==> src/rtl/rf_pkg.sv <==
// Shared types and defaults for the multiport register file.
// Holds the FSM state encoding and the default geometry.
package rf_pkg;

    typedef enum logic [0:0] {
        RF_INIT = 1'b0,
        RF_RUN  = 1'b1
    } state_t;

    localparam int RF_DATA_W = 32;
    localparam int RF_ADDR_W = 5;

    function automatic int rf_depth(input int addr_w);
        return 1 << addr_w;
    endfunction

endpackage

==> src/rtl/rf_scoreboard.sv <==
// Per-entry pending-write bits: writes clear, claims set, and a claim
// outranks a same-cycle write because it names a newer producer.
module rf_scoreboard
    import rf_pkg::*;
#(
    parameter int ADDR_W   = RF_ADDR_W,
    parameter int NUM_WR   = 2,
    parameter int ZERO_REG = 1
) (
    input  logic                       clk,
    input  logic                       rst,
    input  logic [NUM_WR-1:0]          clr_en,
    input  logic [NUM_WR*ADDR_W-1:0]   clr_addr,
    input  logic                       set_en,
    input  logic [ADDR_W-1:0]          set_addr,
    output logic [(1<<ADDR_W)-1:0]     busy
);

    localparam int DEPTH = rf_depth(ADDR_W);

    logic [DEPTH-1:0] busy_d;

    always_comb begin
        busy_d = busy;
        for (int w = 0; w < NUM_WR; w++) begin
            if (clr_en[w]) begin
                busy_d[clr_addr[w*ADDR_W +: ADDR_W]] = 1'b0;
            end
        end
        if (set_en) begin
            busy_d[set_addr] = 1'b1;
        end
        // Entry 0 is a constant when hardwired, so it can never be pending.
        if (ZERO_REG != 0) begin
            busy_d[0] = 1'b0;
        end
    end

    always_ff @(posedge clk or posedge rst) begin
        if (rst) begin
            busy <= '0;
        end else begin
            busy <= busy_d;
        end
    end

endmodule

==> src/rtl/rf_multiport.sv <==
// Parametrised multiport register file with bypass, zero register,
// pending-write scoreboard and a post-reset clear sweep.
module rf_multiport
    import rf_pkg::*;
#(
    parameter int DATA_W   = RF_DATA_W,
    parameter int ADDR_W   = RF_ADDR_W,
    parameter int NUM_RD   = 2,
    parameter int NUM_WR   = 2,
    parameter int BYPASS   = 1,
    parameter int ZERO_REG = 1
) (
    input  logic                       clk,
    input  logic                       rst,
    input  logic [NUM_RD*ADDR_W-1:0]   rd_addr,
    output logic [NUM_RD*DATA_W-1:0]   rd_data,
    output logic [NUM_RD-1:0]          rd_busy,
    input  logic [NUM_WR-1:0]          wr_en,
    input  logic [NUM_WR*ADDR_W-1:0]   wr_addr,
    input  logic [NUM_WR*DATA_W-1:0]   wr_data,
    input  logic                       claim_en,
    input  logic [ADDR_W-1:0]          claim_addr,
    output logic                       ready,
    output state_t                     dbg_state
);

    localparam int DEPTH = rf_depth(ADDR_W);
    localparam logic [ADDR_W:0] LAST_ENTRY = (ADDR_W+1)'(DEPTH - 1);

    // Valid/ready: a write or claim is taken on any rising edge where its
    // enable is high and ready is high; while ready is low they are dropped.

    state_t                   state;
    logic [ADDR_W:0]          sweep_cnt;
    logic [DATA_W-1:0]        mem [DEPTH];
    logic [DEPTH-1:0]         busy;
    logic                     run;
    logic [NUM_WR-1:0]        wr_ok;
    logic                     claim_ok;
    logic [NUM_RD-1:0]        fwd_hit;
    logic [NUM_RD*DATA_W-1:0] fwd_data;
    logic [NUM_RD-1:0]        claim_hit;
    logic [NUM_RD*DATA_W-1:0] rd_data_d;
    logic [NUM_RD-1:0]        rd_busy_d;

    assign run       = (state == RF_RUN);
    assign ready     = run;
    assign dbg_state = state;

    always_ff @(posedge clk or posedge rst) begin
        if (rst) begin
            state     <= RF_INIT;
            sweep_cnt <= '0;
        end else if (state == RF_INIT) begin
            sweep_cnt <= sweep_cnt + 1'b1;
            if (sweep_cnt == LAST_ENTRY) begin
                state <= RF_RUN;
            end
        end
    end

    always_comb begin
        wr_ok = '0;
        for (int w = 0; w < NUM_WR; w++) begin
            wr_ok[w] = run && wr_en[w] &&
                       !(ZERO_REG != 0 && wr_addr[w*ADDR_W +: ADDR_W] == '0);
        end
        claim_ok = run && claim_en && !(ZERO_REG != 0 && claim_addr == '0);
    end

    rf_scoreboard #(
        .ADDR_W   (ADDR_W),
        .NUM_WR   (NUM_WR),
        .ZERO_REG (ZERO_REG)
    ) u_scoreboard (
        .clk      (clk),
        .rst      (rst),
        .clr_en   (wr_en & {NUM_WR{run}}),
        .clr_addr (wr_addr),
        .set_en   (claim_en & run),
        .set_addr (claim_addr),
        .busy     (busy)
    );

    // Ascending port order makes the highest-indexed writer win a collision.
    always_ff @(posedge clk) begin
        if (!run) begin
            mem[sweep_cnt[ADDR_W-1:0]] <= '0;
        end else begin
            for (int w = 0; w < NUM_WR; w++) begin
                if (wr_ok[w]) begin
                    mem[wr_addr[w*ADDR_W +: ADDR_W]] <= wr_data[w*DATA_W +: DATA_W];
                end
            end
        end
    end

    always_comb begin
        fwd_hit   = '0;
        fwd_data  = '0;
        claim_hit = '0;
        rd_data_d = '0;
        rd_busy_d = '0;
        for (int p = 0; p < NUM_RD; p++) begin
            for (int w = 0; w < NUM_WR; w++) begin
                if (wr_ok[w] && wr_addr[w*ADDR_W +: ADDR_W] == rd_addr[p*ADDR_W +: ADDR_W]) begin
                    fwd_hit[p] = 1'b1;
                    fwd_data[p*DATA_W +: DATA_W] = wr_data[w*DATA_W +: DATA_W];
                end
            end
            claim_hit[p] = claim_ok && (claim_addr == rd_addr[p*ADDR_W +: ADDR_W]);
            if (!run || (ZERO_REG != 0 && rd_addr[p*ADDR_W +: ADDR_W] == '0)) begin
                rd_data_d[p*DATA_W +: DATA_W] = '0;
                rd_busy_d[p] = 1'b0;
            end else if (BYPASS != 0 && fwd_hit[p]) begin
                rd_data_d[p*DATA_W +: DATA_W] = fwd_data[p*DATA_W +: DATA_W];
                rd_busy_d[p] = claim_hit[p];
            end else begin
                rd_data_d[p*DATA_W +: DATA_W] = mem[rd_addr[p*ADDR_W +: ADDR_W]];
                rd_busy_d[p] = busy[rd_addr[p*ADDR_W +: ADDR_W]];
            end
        end
    end

    always_ff @(posedge clk or posedge rst) begin
        if (rst) begin
            rd_data <= '0;
            rd_busy <= '0;
        end else begin
            rd_data <= rd_data_d;
            rd_busy <= rd_busy_d;
        end
    end

endmodule

==> config.mk <==
export PLATFORM = sky130hd
export DESIGN_NAME = rf_multiport
export DESIGN_NICKNAME = d
export VERILOG_FILES = /design/src/rtl/rf_pkg.sv /design/src/rtl/rf_scoreboard.sv /design/src/rtl/rf_multiport.sv
export SDC_FILE = /design/constraint.sdc
export NUM_CORES = 2
export LEC_CHECK = 0
export ABC_AREA = 1
export CELL_PAD_IN_SITES_DETAIL_PLACEMENT = 0
export CELL_PAD_IN_SITES_GLOBAL_PLACEMENT = 1
export CORE_ASPECT_RATIO = 1.25
export CORE_MARGIN = 10
export CORE_UTILIZATION = 43
export CTS_BUF_LIST = sky130_fd_sc_hd__clkbuf_4 sky130_fd_sc_hd__clkbuf_8 sky130_fd_sc_hd__clkbuf_16
export CTS_CLUSTER_SIZE = 16
export DETAILED_ROUTE_END_ITERATION = 10
export HOLD_SLACK_MARGIN = 0.03
export PLACE_DENSITY = 0.81
export SKIP_CTS_REPAIR_TIMING = 1
export SYNTH_ARGS = -nofsm -noshare
export SYNTH_HDL_FRONTEND = slang
export SYNTH_SLANG_ARGS = --single-unit
export TNS_END_PERCENT = 20
==> constraint.sdc <==
create_clock -name clk -period 4.3 [get_ports clk]
set_input_delay 1.075 -clock clk [delete_from_list [all_inputs] [get_ports clk]]
set_output_delay 1.075 -clock clk [all_outputs]
set_load 0.005 [all_outputs]
==> metrics.yaml <==
synth.area.top_cells: "edfxtp_1 45%, nand3_1 14%, nand2_1 13%"
fin_crit_sh_pct: 77.6
cp.required_ps: 4720
worst_ir_drop_vdd_mv: 0.357
grt-ovfl-total: 0
cts-root-buf: "clkbuf_16"
routed_via_density: 6.33
synth_edf_count: 1024
p_switching_mw: 7.79
dp_slack_ps: 314
synth.distinct_cells: 30
slew_viol_final: 0
cp_max_fo: 15
power.density_mw_per_mm2: 360
grt_pass1_wl_um: 450000
synth.top_cells.by_count: "2,432 x nand2_1, 1,906 x nand3_1, 1,128 x nor2_1"
status: "finished, final reports clean"
drive_gt1_share_pct: 7.01
placed_cell_area_mm2: 0.0724
ys.flop_type: "edfxtp_1"
synth.avg_cell_area_um2: 7.48
min_path_type: "register to register"
numCtsBuffers: 121
antenna_found_initial: 15
setup_viol: 0
grt_pass1_vias: 64400
dp_cells: 10600
totalWireLength_um: 316000
track_usage_pct: 34.8
synth_seq_cells: 1128
utilization_pct: 49.0
synth_nets: 9146
synth_top_area_share_pct: 45.4
ios: 162
p_seq_share_pct: 44.6
finalClockSkew_ps: 53.8
tightest_slew_ps: 1320
finish.net_count: 8792
netlist_instances: 9051
rsz0062_at_grt: "false"
drtIter0Drc: 11500
antenna_left: 0
multi_input_area_mm2: 0.0307
pwr-share-clk_pct: 40.7
seq_area_frac_synth_pct: 49.2
dr_total_vias: 68700
yosys.cell_count.top_type: "nand2_1"
comb_power_share_pct: 14.7
hold_violations: 0
grt_max_degree: 149
die-area_mm2: 0.174
cts_tree: "done"
clock_sink_count: 1128
placement_rows: 162
min_period_ps: 3340
nFillCells: 14700
final_area_mm2: 0.0765
power.internal_mw: 19.7
worstPathArrival_ps: 3760
slew_headroom_pct: 12.0
p_sw_share_pct: 28.3
post-route-worst-setup-slack_ps: 962
ys_warn_count: 0
timing.fmax_ghz: 0.300
crit_path_start_kind: "primary input"
criticalPathCategory: "primary input to register"
clk_latency_ps: 810
final_cells: 10900
die_h_um: 464
cp-end-kind: "register"
syn2layout_area_growth_pct: 13.0
dr.pass1.iters: 9
gp_congestion: 0.967
die_w_um: 375
async_reset_ff_share_pct: 9.22
syn_area_mm2: 0.0677
clk_path_buf_depth: 3
p_leak_nw: 31.3
route.detailed.drc: 0
seq_area_mm2: 0.0334
yosysTopAreaCell: "edfxtp_1"
io_buffer_count: 161
core-area_mm2: 0.156
clk_pin_slew_ps: 60
start_util_pct: 43.3
wl_per_cell_um: 29.1
hpwl_um: 190000
h-tree-depth: 3
max-cap-violations: 0
hold-worst-slack_ps: 476
==> routing by layer <==
| metal | track usage, % | up-vias | wire [um] |
|---|---|---|---|
| li1 | - | 29900 | - |
| met3 | 9.97 | 1117 | 44900 |
| met1 | 44.3 | 32100 | 113000 |
| met2 | 53.1 | 5486 | 139000 |
| met4 | 18.6 | 6 | 18600 |
| met5 | 0.472 | - | 34 |
==> critical path: stages <==
cell	delay, ps
clkdlybuf4s50_1	610
nor2_1	100
nand2_1	100
nand2_2	180
o21ai_0	530
nand2_1	370
o21ai_4	260
buf_4	490
==> layout by cell type, fill, tap and decap left out, types with 30 or more instances in the layout <==
master           instances
o21ai_4                 31
clkdlybuf4s50_1        135
clkbuf_4                32
clkbuf_16              124
a21oi_1                990
buf_12                 116
dfrtp_1                104
nand3_1               1906
nand2_1               2398
nand2_4                 30
o21ai_0                239
o211ai_1                30
nor2_1                1123
buf_4                  183
edfxtp_1              1024
inv_1                  127
==> through the flow <==
step | TNS (ps) | power (mW)
after detailed placement | 0 | 16.4
after CTS | 0 | 27.4
after floorplan | -526280 | 14.6
after global routing | 0 | 28.1
final | 0 | 27.5
after global placement | 0 | 16.4
==> cell type report <==
class | instances | share of cell area [%]
antenna | 8 | 0.0262
clock buffer | 164 | 4.51
clock inverter | 63 | 0.871
inverter | 146 | 0.783
multi-input combinational | 6844 | 40.1
sequential | 1128 | 43.6
tap | 2050 | 3.35
timing repair buffer | 456 | 6.81
==> path summary, 6_finish.rpt <==
check / start / endpoint / slack, ps / cells past startpoint
min reg2reg: sweep_cnt[5] / sweep_cnt[5] / 480 / 1
max: wr_addr[0] / mem[6][29] / 960 / 8
min in group asynchronous: rst / rd_data[12] / 720 / 2
max reg2reg: dbg_state / mem[6][29] / 1090 / 7
min: sweep_cnt[5] / sweep_cnt[5] / 480 / 1
max in group asynchronous: rst / rd_data[44] / 2830 / 3
==> kinds of logic after synthesis <==
family	Yosys count	share of synthesized area [%]
and+or+nand+nor	5493	34.1
AOI/OAI and AO/OA	1328	9.98
DFF	1128	49.2
buffers and inverters	1079	6.41
xor gates and xnor gates	22	0.285
adders and majority gates	1	0.0185
==> power by group through the flow <==
stage	clock network, mW	logic (mW)	registers [mW]
2_1_floorplan	0	2.11	12.5
3_3_place_gp	0	3.84	12.5
3_5_place_dp	0	3.88	12.5
4_1_cts	11.2	3.89	12.3
5_1_grt	11.6	4.22	12.3
6_report	11.2	4.04	12.3
==> registers in the layout, indices dropped and copies added, names as in the netlist <==
name	cells
dbg_state	1
u_scoreboard.busy	31
rd_data	64
sweep_cnt	6
mem	1024
rd_busy	2
Power figures use the tool's default switching activity.
